### src/rtl/rod_kick_scheduler.sv
// Kick sequencer for one foosball rod: a held key winds the rod on a slow tick, and releasing
// it fires a one-cycle kick. The rod then recovers to neutral and sits out a cooldown.
module rod_kick_scheduler #(
    parameter int unsigned TICK_DIV       = 2_500_000,
    parameter int unsigned MAX_STEP       = 7,
    parameter int unsigned COOLDOWN_TICKS = 10
) (
    input  logic              clk,
    input  logic              resetN,
    input  logic              turbo,
    input  logic              key6Pressed,
    input  logic              key4Pressed,
    output logic signed [3:0] angle,
    output logic              kick_pulse,
    output logic              kick_dir,
    output logic [2:0]        kick_strength,
    output logic              busy
);

    localparam int unsigned CW  = $clog2(TICK_DIV + 1);
    localparam int unsigned CDW = $clog2(COOLDOWN_TICKS + 1);

    localparam logic [CW-1:0]     LIM_NORM  = CW'(TICK_DIV - 1);
    localparam logic [CW-1:0]     LIM_TURBO = CW'(TICK_DIV / 10 - 1);
    localparam logic [CDW-1:0]    CD_LAST   = CDW'(COOLDOWN_TICKS - 1);
    localparam logic signed [3:0] MAX_POS   = 4'(MAX_STEP);
    localparam logic signed [3:0] MAX_NEG   = -MAX_POS;

    typedef enum logic [2:0] {IDLE, WIND6, WIND4, STRIKE, RECOVER, COOLDOWN} state_t;

    state_t            r_state;
    logic [CW-1:0]     r_cnt;
    logic [CDW-1:0]    r_cd;
    logic              r_armed;
    logic signed [3:0] r_angle;
    logic              r_kick_pulse;
    logic              r_kick_dir;
    logic [2:0]        r_kick_strength;

    logic [CW-1:0]     w_limit;
    logic              w_tick;
    logic [3:0]        w_abs;

    // >= rather than == so a turbo switch past the new limit still ticks next cycle
    assign w_limit = turbo ? LIM_TURBO : LIM_NORM;
    assign w_tick  = (r_state != IDLE) && (r_cnt >= w_limit);
    assign w_abs   = r_angle[3] ? -r_angle : r_angle;

    always_ff @(posedge clk or negedge resetN) begin
        if (!resetN) begin
            r_state         <= IDLE;
            r_cnt           <= '0;
            r_cd            <= '0;
            r_armed         <= 1'b1;
            r_angle         <= '0;
            r_kick_pulse    <= 1'b0;
            r_kick_dir      <= 1'b0;
            r_kick_strength <= '0;
        end else begin
            r_kick_pulse <= 1'b0;
            r_cnt        <= w_tick ? '0 : r_cnt + 1'b1;
            unique case (r_state)
                IDLE: begin
                    r_cnt   <= '0;
                    r_angle <= '0;
                    if (!key6Pressed && !key4Pressed) r_armed <= 1'b1;
                    if (r_armed && key6Pressed && !key4Pressed) begin
                        r_state <= WIND6;
                    end else if (r_armed && key4Pressed && !key6Pressed) begin
                        r_state <= WIND4;
                    end
                end
                WIND6: begin
                    // release takes priority over a coincident tick
                    if (!key6Pressed) begin
                        r_cnt   <= '0;
                        r_state <= (r_angle != 4'sd0) ? STRIKE : IDLE;
                    end else if (w_tick && r_angle != MAX_POS) begin
                        r_angle <= r_angle + 4'sd1;
                    end
                end
                WIND4: begin
                    if (!key4Pressed) begin
                        r_cnt   <= '0;
                        r_state <= (r_angle != 4'sd0) ? STRIKE : IDLE;
                    end else if (w_tick && r_angle != MAX_NEG) begin
                        r_angle <= r_angle - 4'sd1;
                    end
                end
                STRIKE: begin
                    r_kick_pulse    <= 1'b1;
                    r_kick_dir      <= !r_angle[3];
                    r_kick_strength <= w_abs[2:0];
                    r_cnt           <= '0;
                    r_state         <= RECOVER;
                end
                RECOVER: begin
                    if (w_tick) begin
                        if (w_abs <= 4'd2) begin
                            r_angle <= '0;
                            r_cnt   <= '0;
                            r_cd    <= '0;
                            r_armed <= 1'b0;
                            r_state <= COOLDOWN;
                        end else if (r_angle[3]) begin
                            r_angle <= r_angle + 4'sd2;
                        end else begin
                            r_angle <= r_angle - 4'sd2;
                        end
                    end
                end
                COOLDOWN: begin
                    if (w_tick) begin
                        if (r_cd == CD_LAST) begin
                            r_state <= IDLE;
                        end else begin
                            r_cd <= r_cd + 1'b1;
                        end
                    end
                end
                default: r_state <= IDLE;
            endcase
        end
    end

    assign angle         = r_angle;
    assign kick_pulse    = r_kick_pulse;
    assign kick_dir      = r_kick_dir;
    assign kick_strength = r_kick_strength;
    assign busy          = (r_state != IDLE);

endmodule

### config.mk
export PLATFORM = sky130hd
export DESIGN_NAME = rod_kick_scheduler
export DESIGN_NICKNAME = d
export VERILOG_FILES = /design/src/rtl/rod_kick_scheduler.sv
export SDC_FILE = /design/constraint.sdc
export NUM_CORES = 1
export LEC_CHECK = 0
export ABC_AREA = 1
export BUFFER_PORTS_ARGS = -buffer_cell sky130_fd_sc_hd__buf_2
export CAP_MARGIN = 15
export CORE_MARGIN = 2
export CORE_UTILIZATION = 45
export DETAILED_ROUTE_END_ITERATION = 6
export HOLD_SLACK_MARGIN = 0.06
export PLACE_DENSITY = 0.63
export SLEW_MARGIN = 0
export SYNTH_ARGS = -nofsm -noshare
export SYNTH_HDL_FRONTEND = slang
export SYNTH_SLANG_ARGS = --single-unit
### constraint.sdc
create_clock -name clk -period 4.3 [get_ports clk]
set_input_delay 0.645 -clock clk [delete_from_list [all_inputs] [get_ports clk]]
set_output_delay 0.645 -clock clk [all_outputs]
set_load 0.01 [all_outputs]
# Word-level counts from Yosys, hierarchy flattened
# Cells that the tools add are included.
# word_totals
ff_bits	39
latch_bits	0
ram_bits	0
romBits	0
elab_cells	96
memories	0
# classes
n_addsub	7
multipliers	0
div_mod_pow	0
magnitude_cmp	2
n_eq_ne	21
shift	0
mux	36
n_bitwise	0
n_reduce_logical	22
# op_table
operator	n
two-way mux 22 bit	6
case mux 22 bit (4 select lines)	1
two-way mux 4 bit	12
two-way mux 3 bit	8
!= test 2 bit (second input constant)	12
adder 22 x 1 -> 22 bit (second input constant)	1
greater-or-equal comparator 22 bit	1
case mux 3 bit (6 select lines)	1
case mux 4 bit (4 select lines)	1
logical AND 1 bit	8
!= test 4 bit (second input constant)	2
case mux 4 bit (2 select lines)	1
nonzero test 4 bit	2
AND reduction 7 bit	1
equality test 3 x 2 -> 1 bit (second input constant)	2
equality test 3 bit (second input constant)	2
AND reduction 6 bit	1
AND reduction 5 bit	1
adder 4 x 1 -> 4 bit (second input constant)	1
adder 4 x 2 -> 4 bit (second input constant)	1
adder 4 x 3 -> 4 bit (second input constant)	1
equality test 4 bit (second input constant)	1
less-or-equal comparator 4 x 2 -> 1 bit (second input constant)	1
two-way mux 1 bit	4
other kinds (13)	16

# Longest topological paths before layout
# Gate-level depths: netlist of the first run.
# logic_depth
ltp_word	7
mapped_depth	14
mapped_depth_nobuf	14

# Least setup slack after synthesis of the first run
# Ideal clock, no wire load.
# synth_timing
kind	input port to flip-flop
start	input turbo
end	register r_angle[1] (netlist: angle[1])
setup_ns	0.126
t_arrival_ns	1.867
t_required_ns	4.174
setup_slack_ns	2.307
stages	12
n_path_buf	0
path_cell_list	inv_1 ha_1 nand3_1 nand3_1 a21oi_1 nand3_2 nor2_2 nor2_2 nand2_2 nor2_4 nand2_1 o21ai_1
# synth_between
elab_chain_cells	6
word_cells_on_any_way	9
# synth_rtl
element	line_no	rtl
from (decl)	10	input logic turbo,
two-way mux 22 bit *	45	assign w_limit = turbo ? LIM_TURBO : LIM_NORM;
greater-or-equal comparator 22 bit *	46	assign w_tick = (r_state != IDLE) && (r_cnt >= w_limit);
logical AND 1 bit *	46	
logical AND 1 bit, on equally long branches	86, 78	
!= test 2 bit (no line)	n/a	
AND reduction 6 bit (no line) *	n/a	
to (signal assigned)	79	r_angle <= r_angle + 4'sd1;
to (signal assigned)	87	r_angle <= r_angle - 4'sd1;
to (signal assigned)	106	r_angle <= r_angle + 4'sd2;
to (decl)	35	logic signed [3:0] r_angle;
# Every way passes the cells marked *; elsewhere a longest branch is shown, timed or not.
# A chain may end at the register's enable or synchronous reset.

# Final worst setup path of the first run
# layout_timing
start	input turbo
end	register r_cnt[7]
# layout_between
elab_chain_cells	7
word_cells_on_any_way	9
# layout_rtl
element	line_no	rtl
two-way mux 22 bit *	45	
greater-or-equal comparator 22 bit *	46	
logical AND 1 bit *	46	
two-way mux 22 bit	61	r_cnt <= w_tick ? '0 : r_cnt + 1'b1;
two-way mux 22 bit	99	if (w_abs <= 4'd2) begin
two-way mux 22 bit	98	if (w_tick) begin
case mux 22 bit (4 select lines) *	62	unique case (r_state)
to (signal assigned)	61	
to (decl)	32	logic [CW-1:0] r_cnt;
# Marks and branches as above.

==> results.py, run 1 <==
metrics = {
    "status": {
        "status": "complete, no violations",
    },
    "floorplan": {
        "start_util_pct": 46.1,
        "num_rows": 28,
        "die_h_um": 81.4,
        "die_area_sq_mm": 0.00662,
        "boundaryPins": 15,
        "die_x_um": 81.4,
        "core_sq_mm": 0.00585,
    },
    "timing": {
        "setup_violations": 0,
        "worst_slew_pin_slew_ns": 0.937,
        "slew_headroom_pct": 37.5,
        "slew_viol_final": 0,
        "fin_crit_sh_pct": 51.2,
        "rsz0062_at_grt": "false",
        "hold_viol": 0,
        "worst_clock_skew_ns": 0.00604,
        "max_clock_freq_mhz": 454,
        "fin_tns_setup_ns": 0,
        "period_needed_ns": 2.20,
    },
    "clock_network": {
        "ctsResizeCount": 0,
        "cts_tree": "done",
        "root_buffer": "clkbuf_8",
        "clock_latency_ns": 0.29,
        "hold_buffers": 0,
        "path_clk_slew_ns": 0.07,
        "postCtsSetupRepairBufs": 0,
        "cts_buffers": 5,
        "htreeDepth": 2,
        "cts_num_sinks": 39,
        "clock_path_buffers": 2,
    },
    "synthesis": {
        "yosys-top-cells-area": "dfrtp_1, ha_1, nand2_1",
        "synth_fp_nets": 359,
        "synth_top_area_cell": "dfrtp_1",
        "syn_inst": 330,
        "syn_area_sq_mm": 0.00270,
        "ys_seq_area_share_pct": 36.3,
        "synth_top_area_share_pct": 35.3,
        "avgSynthCellArea_sq_um": 8.17,
        "ys_ff_latch": 39,
        "yosys_warnings": 0,
        "synth.distinct_cells": 33,
    },
    "worst_setup_path": {
        "crit_fanout": 22,
        "slowest_stage": "o21ai_2",
        "startpoint": "turbo",
        "crit_chain": "buf_2 -> inv_1 -> ha_1 -> nand4_1 -> nor2_2 -> nand3_1 -> nand3_2 -> nand2_1 -> o21ai_2 -> nor2_1",
        "critPathMaxStageDelay_ns": 0.37,
        "r2r-start": "angle[1]",
        "arrival_ns": 2.33,
        "worstPathRequired_ns": 4.43,
        "end_kind": "flip-flop",
        "start_kind": "input port",
        "setup.worst_path.class": "input port to flip-flop",
    },
    "routing": {
        "vias": 2132,
        "wl_um": 5450,
        "drt_iter0_drc": 99,
        "wire_per_inst_um": 12.9,
        "avgViaCountPerCell": 5.04,
        "ant_nets": 0,
        "first_pass_iters": 4,
        "drc": 0,
    },
    "pwr": {
        "p_per_area_mw_per_mm2": 441,
        "ir_drop_mv": 0.381,
        "p_leak_nw": 1.37,
        "finalPower_mw": 1.29,
    },
    "hold_path": {
        "min_from": "r_cnt[0]",
        "hold_class": "flip-flop to flip-flop",
    },
    "grt": {
        "grt_overflow_total": 0,
        "grtUsageTotal_pct": 19.0,
        "grt_antenna_before_repair": 0,
        "grt_max_degree": 40,
        "grt_pass1_wl_um": 9730,
        "grt_pass1_vias": 2169,
    },
    "finish": {
        "diodes": 0,
        "fin_nets": 377,
        "area_delta_synth_final_pct": 8.68,
        "drive_gt1_share_pct": 18.1,
        "fill_cells": 583,
    },
    "job": {
        "max-cap-violations": 0,
    },
    "placement": {
        "detailed_place_hpwl_um": 4150,
        "port_buffers": 14,
        "gp_congestion": 0.865,
    },
}
stage by stage:
step                hold WS [ns]  util [%]  instance area, sq um  std cells  setup slack, ns
finish                     0.461      50.1                  2930        423             2.10
global route               0.489      50.1                  2930        423             1.91
CTS                        0.465      50.1                  2930        423             2.10
detailed placement         0.455      48.6                  2840        416             1.79
global placement           0.451      48.6                  2840        416             1.89
floorplan                  0.349         -                  2700        330             2.31
layer usage:
| metal | global-route usage [%] | wire [um] | up-vias |
|---|---|---|---|
| li1 | - | - | 1100 |
| met1 | 24.2 | 2600 | 997 |
| met2 | 32.4 | 2660 | 28 |
| met3 | 3.44 | 122 | 7 |
| met4 | 5.93 | 70 | 0 |
| met5 | 0 | 0 | - |
where the power goes:
group | internal, mW | leakage, nW | switching (mW)
Combinational | 0.197 | 0.790 | 0.369
Clock | 0.126 | 0.0470 | 0.127
Sequential | 0.426 | 0.531 | 0.0485
layout by cell type, fill, tap and decap left out:
| master | n |
|---|---|
| a211oi_1 | 2 |
| a21oi_1 | 6 |
| a21oi_4 | 1 |
| a31oi_1 | 2 |
| buf_2 | 14 |
| clkbuf_8 | 6 |
| clkinv_2 | 1 |
| dfrtp_1 | 38 |
| dfstp_2 | 1 |
| fa_1 | 2 |
| ha_1 | 22 |
| inv_1 | 32 |
| inv_2 | 7 |
| inv_4 | 1 |
| nand2_1 | 63 |
| nand2_2 | 5 |
| nand3_1 | 18 |
| nand3_2 | 7 |
| nand3_4 | 2 |
| nand4_1 | 6 |
| nor2_1 | 45 |
| nor2_2 | 5 |
| nor2_4 | 2 |
| nor3_1 | 4 |
| nor3_2 | 5 |
| nor4_1 | 1 |
| o21ai_0 | 9 |
| o21ai_1 | 12 |
| o21ai_2 | 1 |
| o221ai_2 | 2 |
| o22ai_1 | 2 |
| or2_2 | 3 |
| xnor2_1 | 4 |
| xor2_1 | 17 |
synth_stat cells, drive strengths merged:
library cell	count
a211oi	2
a21oi	7
a31oi	2
buf	3
dfrtp	38
dfstp	1
fa	2
ha	22
inv	40
nand2	68
nand3	27
nand4	6
nor2	52
nor3	9
nor4	1
o21ai	22
o221ai	2
o22ai	2
or2	3
xnor2	4
xor2	17
cells by family after synthesis:
family	count (synthesis)	share of synthesized area, %
simple gates	166	30.4
buf+inv	43	6.31
flops	39	36.3
compound gates	37	8.54
fa+ha+maj	24	11.7
xor+xnor	21	6.82
layout make-up:
| class | count | area (sq um) | area share, % |
|---|---|---|---|
| clock buffers | 6 | 82.6 | 2.82 |
| inverters | 40 | 153 | 5.21 |
| well taps | 75 | 93.8 | 3.20 |
| multi-input cells | 248 | 1550 | 52.8 |
| repair buffers | 14 | 70.1 | 2.39 |
| flip-flops and latches | 39 | 977 | 33.4 |
| clock inverters | 1 | 5.00 | 0.171 |
sequential cells by signal, summed over array words and instances, names as in the netlist:
| register | cells |
|---|---|
| angle | 4 |
| kick_strength | 3 |
| r_cd | 4 |
| r_state | 3 |
| kick_dir | 1 |
| r_armed | 1 |
| r_cnt | 22 |
| kick_pulse | 1 |
worst max-delay path: cells and delay by family:
family / cells / cell delay (ns)
buf+inv: 2 / 0.29
compound gates: 1 / 0.37
fa+ha+maj: 1 / 0.34
simple gates: 6 / 0.68
final timing paths:
kind                            slack [ns]         end  cells after the start
worst max-delay path                  2.10    r_cnt[7]                     10
worst min-delay path                  0.46    r_cnt[0]                      1
worst max register to register        2.18  r_state[2]                      8
worst min register to register        0.46    r_cnt[0]                      1
max in group asynchronous             3.26    r_cnt[7]                      1
min in group asynchronous             0.48    angle[1]                      1
No activity file was read; power rests on OpenSTA's default activity.
==> inputs of run 2 (changes only) <==
- clock period: 4.3 -> 2.04 ns (I/O delays scaled with it)
==> run 2 against run 1 <==
  * Core utilization is 4.4 points higher
  * Sequential share of layout area shrank 2.6 points
  * Register-to-register slack worse by 2.1 ns
  * Final area increased by 8.8%
  * Largest cell class unchanged
  * Worst setup slack got worse by 2.0 ns
  * Power is 140% higher
  * Critical endpoint is now angle[1]
==> results.py, run 2 (synthesized netlist as in run 1, its figures left out) <==
metrics = {
    "status": {
        "status": "complete, no violations",
    },
    "finish": {
        "fin_util_pct": 54.5,
        "drive_gt1_share_pct": 24.9,
        "fin_nets": 394,
        "diodes": 0,
        "mostFrequentLayoutCell": "nand2_1",
        "mostFrequentLayoutCells": "nand2_1, nor2_1, dfrtp_1, inv_1, ha_1",
        "area_delta_synth_final_pct": 18.2,
        "regMostFlops": "r_cnt",
        "fin_area_sq_mm": 0.00319,
        "largest_register_ffs": 22,
    },
    "clock_network": {
        "cts_num_sinks": 39,
        "clock_latency_ns": 0.29,
        "cts_tree": "done",
        "path_clk_slew_ns": 0.08,
        "cts_buffers": 5,
        "root_buffer": "clkbuf_8",
        "clock_path_buffers": 2,
        "htreeDepth": 2,
    },
    "pwr": {
        "netSwitchingFraction_pct": 38.1,
        "p_sw_mw": 1.19,
        "ir_drop_mv": 0.791,
        "p_per_area_mw_per_mm2": 976,
        "power.share.clock_pct": 24.6,
        "seqPwrFrac_pct": 31.7,
        "p_comb_share_pct": 43.7,
        "p_leak_nw": 1.47,
        "intPower_mw": 1.92,
    },
    "worst_setup_path": {
        "crit_path_frequent_cell": "nor2_2",
        "crit_chain": "ha_4 -> nand3_1 -> nor2_2 -> nand3_2 -> nand3_4 -> nor2_2 -> nor2_2 -> nand2_2 -> nor2_4 -> nand2_1 -> o21ai_1",
        "r2r-start": "r_cnt[21]",
        "r2r_cells": 11,
        "setup.worst_path.class": "flip-flop to flip-flop",
        "start_kind": "flip-flop",
        "slowest_stage": "dfrtp_1",
        "worstPathRequired_ns": 2.26,
        "path_buf_inv": 0,
        "rrSetupSlack_ns": 0.12,
        "crit_fanout": 7,
        "r2r-end": "angle[1]",
        "path_delay_family": "simple AND/OR/NAND/NOR gates",
        "end_kind": "flip-flop",
        "arrival_ns": 2.14,
        "critPathMaxStageDelay_ns": 0.43,
    },
    "grt": {
        "grt_pass1_vias": 2237,
        "grtUsageTotal_pct": 19.3,
        "grt_pass1_wl_um": 9940,
        "grt_max_degree": 40,
        "grt_overflow_total": 0,
        "grt_antenna_before_repair": 0,
    },
    "floorplan": {
        "die_area_sq_mm": 0.00662,
        "core_sq_mm": 0.00585,
        "die_h_um": 81.4,
        "boundaryPins": 15,
        "start_util_pct": 46.1,
        "num_rows": 28,
        "die_x_um": 81.4,
    },
    "placement": {
        "placed_area_sq_mm": 0.00295,
        "gp_congestion": 0.910,
        "detailed_place_hpwl_um": 4300,
        "port_buffers": 14,
    },
    "routing": {
        "drt_iter0_drc": 104,
        "wl_um": 5510,
        "first_pass_iters": 4,
        "drc": 0,
        "avgViaCountPerCell": 5.03,
        "wire_per_inst_um": 12.5,
        "vias": 2219,
        "ant_nets": 0,
    },
    "timing": {
        "slew_viol_final": 0,
        "fin_crit_sh_pct": 94.0,
        "setup_violations": 0,
        "whs_ns": 0.0596,
        "hold_viol": 0,
        "max_clock_freq_mhz": 522,
        "slew_headroom_pct": 66.0,
        "worst_clock_skew_ns": 0.00626,
        "worst_slew_pin_slew_ns": 0.510,
        "period_needed_ns": 1.92,
    },
    "job": {
        "max-cap-violations": 0,
    },
    "hold_path": {
        "hold_class": "input port to asynchronous set/reset pin",
    },
}
## run 2: worst max path at each step
stage	start	endpoint	slack (ns)	cells past startpoint
3_5_place_dp	turbo	angle[1]	0.03	13
2_1_floorplan	angle[1]	r_state[2]	0.14	9
5_1_grt	r_cnt[21]	angle[2]	-0.02	11
4_1_cts	r_cnt[21]	angle[1]	0.08	11
6_report	r_cnt[21]	angle[1]	0.12	11
3_3_place_gp	turbo	r_cnt[6]	0.06	11
## run 2: per-layer routing
layer	track usage (%)	part of all wire, %
met1	25.8	48
met2	31.6	47
met3	3.67	2.9
met4	6.10	1.7
met5	0	0
## run 2: area by class of cell
class / instances / area (sq um)
Clock buffer: 6 / 72.6
Clock inverter: 2 / 60.1
Fill cell: 556 / 2660
Inverter: 40 / 153
Multi-Input combinational cell: 248 / 1620
Sequential cell: 39 / 981
Tap cell: 75 / 93.8
Timing Repair Buffer: 31 / 210
## run 2: per-stage QoR
step	setup WS, ns	TNS (ns)	instances	power (mW)
final	0.123	0	441	3.11
after global routing	-0.0191	-0.0371	441	3.37
after CTS	0.0833	0	437	3.12
after detailed placement	0.0288	0	429	2.35
after global placement	0.0552	0	429	2.32
after floorplan	0.140	0	330	1.94
## run 2: worst register-to-register path: stages (launching register included)
cell and delay [ns]:
dfrtp_1 0.43, ha_4 0.31, nand3_1 0.11, nor2_2 0.17
nand3_2 0.10, nand3_4 0.12, nor2_2 0.07, nor2_2 0.13
nand2_2 0.08, nor2_4 0.18, nand2_1 0.07, o21ai_1 0.08
## run 2: power groups by stage
stage / combinational (mW) / clock [mW] / sequential, mW
final: 1.36 / 0.764 / 0.987
after global routing: 1.56 / 0.814 / 1.00
after CTS: 1.35 / 0.786 / 0.984
after detailed placement: 1.35 / 0 / 0.998
after global placement: 1.33 / 0 / 0.994
after floorplan: 0.915 / 0 / 1.03
## run 2: timing repair
item,4_1_cts,5_1_grt
setup endpoints to repair,0,10
gates resized for setup,0,13
buffers inserted,0,4
hold buffers,0,0
==> inputs of run 3 (changes only) <==
==> constraint.sdc (replaced) <==
create_clock -name clk -period 2.04 [get_ports clk]
set_input_delay 0 -clock clk [delete_from_list [all_inputs] [get_ports clk]]
set_output_delay 0 -clock clk [all_outputs]
set_load 0.01 [all_outputs]
==> run 3 against run 2 <==
  * Cell count is 0.45% lower
  * Worst hold slack better by 0.078 ns
  * Via count shrank 0.41%
==> results.py, run 3 (synthesized netlist as in run 1, its figures left out) <==
metrics = {
    "finish": {
        "largest_register_ffs": 22,
        "fin_area_sq_mm": 0.00310,
        "mostFrequentLayoutCells": "nand2_1, nor2_1, dfrtp_1, inv_1, ha_1",
        "drive_gt1_share_pct": 22.3,
        "area_delta_synth_final_pct": 15.0,
        "regMostFlops": "r_cnt",
        "fin_util_pct": 53.0,
        "mostFrequentLayoutCell": "nand2_1",
        "instances_no_fill": 439,
        "fin_nets": 392,
        "diodes": 0,
        "fill_cells": 571,
    },
    "routing": {
        "wire_per_inst_um": 12.5,
        "route.met3.wl_um": 142,
        "wl_met2_um": 2710,
        "avgViaCountPerCell": 5.03,
        "drc": 0,
        "drt_iter0_drc": 101,
        "vias": 2210,
        "ant_nets": 0,
        "wl_um": 5490,
        "wl_met1_um": 2600,
        "first_pass_iters": 5,
        "dr.max_layer_used": "met4",
    },
    "clock_network": {
        "cts_tree": "done",
        "clock_latency_ns": 0.29,
        "clock_path_buffers": 2,
        "cts_num_sinks": 39,
        "path_clk_slew_ns": 0.08,
        "root_buffer": "clkbuf_8",
        "htreeDepth": 2,
        "cts_buffers": 5,
    },
    "timing": {
        "rsz0062_at_grt": "true",
        "setup_violations": 0,
        "period_needed_ns": 1.90,
        "hold_viol": 0,
        "max_clock_freq_mhz": 527,
        "fin_crit_sh_pct": 93.0,
        "slew_headroom_pct": 39.1,
        "worst_slew_pin_slew_ns": 0.914,
        "worst_clock_skew_ns": 0.00408,
        "slew_viol_final": 0,
    },
    "placement": {
        "gp_congestion": 0.836,
        "detailed_place_hpwl_um": 4090,
        "placed_area_sq_mm": 0.00292,
        "port_buffers": 14,
        "dp_cells": 426,
    },
    "worst_setup_path": {
        "worstPathRequired_ns": 2.25,
        "end_kind": "flip-flop",
        "setup.worst_path.class": "flip-flop to flip-flop",
        "arrival_ns": 2.11,
        "start_kind": "flip-flop",
        "crit_fanout": 7,
    },
    "grt": {
        "grtUsageTotal_pct": 19.0,
        "grt_antenna_before_repair": 0,
        "grt_max_degree": 40,
        "grt_pass1_vias": 2114,
        "grt_overflow_total": 0,
        "grt_pass1_wl_um": 9780,
    },
    "floorplan": {
        "boundaryPins": 15,
        "num_rows": 28,
        "die_x_um": 81.4,
        "core_sq_mm": 0.00585,
        "die_h_um": 81.4,
        "die_area_sq_mm": 0.00662,
        "start_util_pct": 46.1,
    },
    "pwr": {
        "finalPower_mw": 2.89,
        "ir_drop_mv": 0.563,
        "p_leak_nw": 1.45,
        "p_per_area_mw_per_mm2": 933,
    },
    "job": {
        "max-cap-violations": 0,
    },
    "hold_path": {
        "hold_class": "input port to flip-flop",
    },
    "status": {
        "status": "complete, no violations",
    },
}
-- run 3: final timing paths --
kind                             start          endpoint  slack, ns  cells after the start
min reg2reg                   r_cnt[0]          r_cnt[0]       0.46                      1
min in group asynchronous       resetN  kick_strength[0]       0.36                      2
max reg2reg                  r_cnt[16]          angle[1]       0.14                     11
max                          r_cnt[16]          angle[1]       0.14                     11
min                        key6Pressed           r_armed       0.14                      6
max in group asynchronous       resetN        r_state[1]       1.09                      2
-- run 3: per-stage QoR --
step	setup TNS [ns]	hold WS (ns)	worst slack [ns]
after CTS	0	0.128	0.0817
after floorplan	0	-0.296	0.140
after global placement	0	0.183	0.115
after global routing	-0.0193	0.190	-0.0129
after detailed placement	0	0.193	0.0933
final	0	0.138	0.142
-- run 3: per-layer routing --
layer | vias up | global-route usage [%]
li1 | 1138 | -
met1 | 1042 | 24.7
met2 | 24 | 32.5
met3 | 6 | 3.00
met4 | 0 | 5.59
met5 | - | 0
-- run 3: cell type report --
cell class	count	area, sq um	share of cell area (%)
Sequential cell	39	977	31.5
Timing Repair Buffer	29	191	6.17
Inverter	40	153	4.92
Clock buffer	8	100	3.23
Multi-Input combinational cell	248	1590	51.1
Tap cell	75	93.8	3.03
-- run 3: power breakdown --
part / switching, mW / leakage, nW / total (mW) / internal [mW]
registers: 0.0815 / 0.531 / 0.979 / 0.897
logic: 0.836 / 0.865 / 1.33 / 0.498
clock network: 0.272 / 0.0515 / 0.581 / 0.309
total: 1.19 / 1.45 / 2.89 / 1.70
-- run 3: worst max-delay path, cell delays in order, from the launching register on --
cell and delay, ns:
dfrtp_1 0.44, ha_4 0.30, nand4_1 0.12, nor2_2 0.14, nand3_1 0.09, nand3_2 0.11
nor2_2 0.06, nor2_2 0.14, nand2_2 0.08, nor2_4 0.19, nand2_1 0.07, o21ai_1 0.08
-- run 3: timing repair --
item / CTS / global route
endpoints found under the setup margin: 0 / 8
hold buffers: 2 / 0
gates resized for setup: 0 / 7
setup buffers: 0 / 3
hold endpoints to repair: 39 / 0
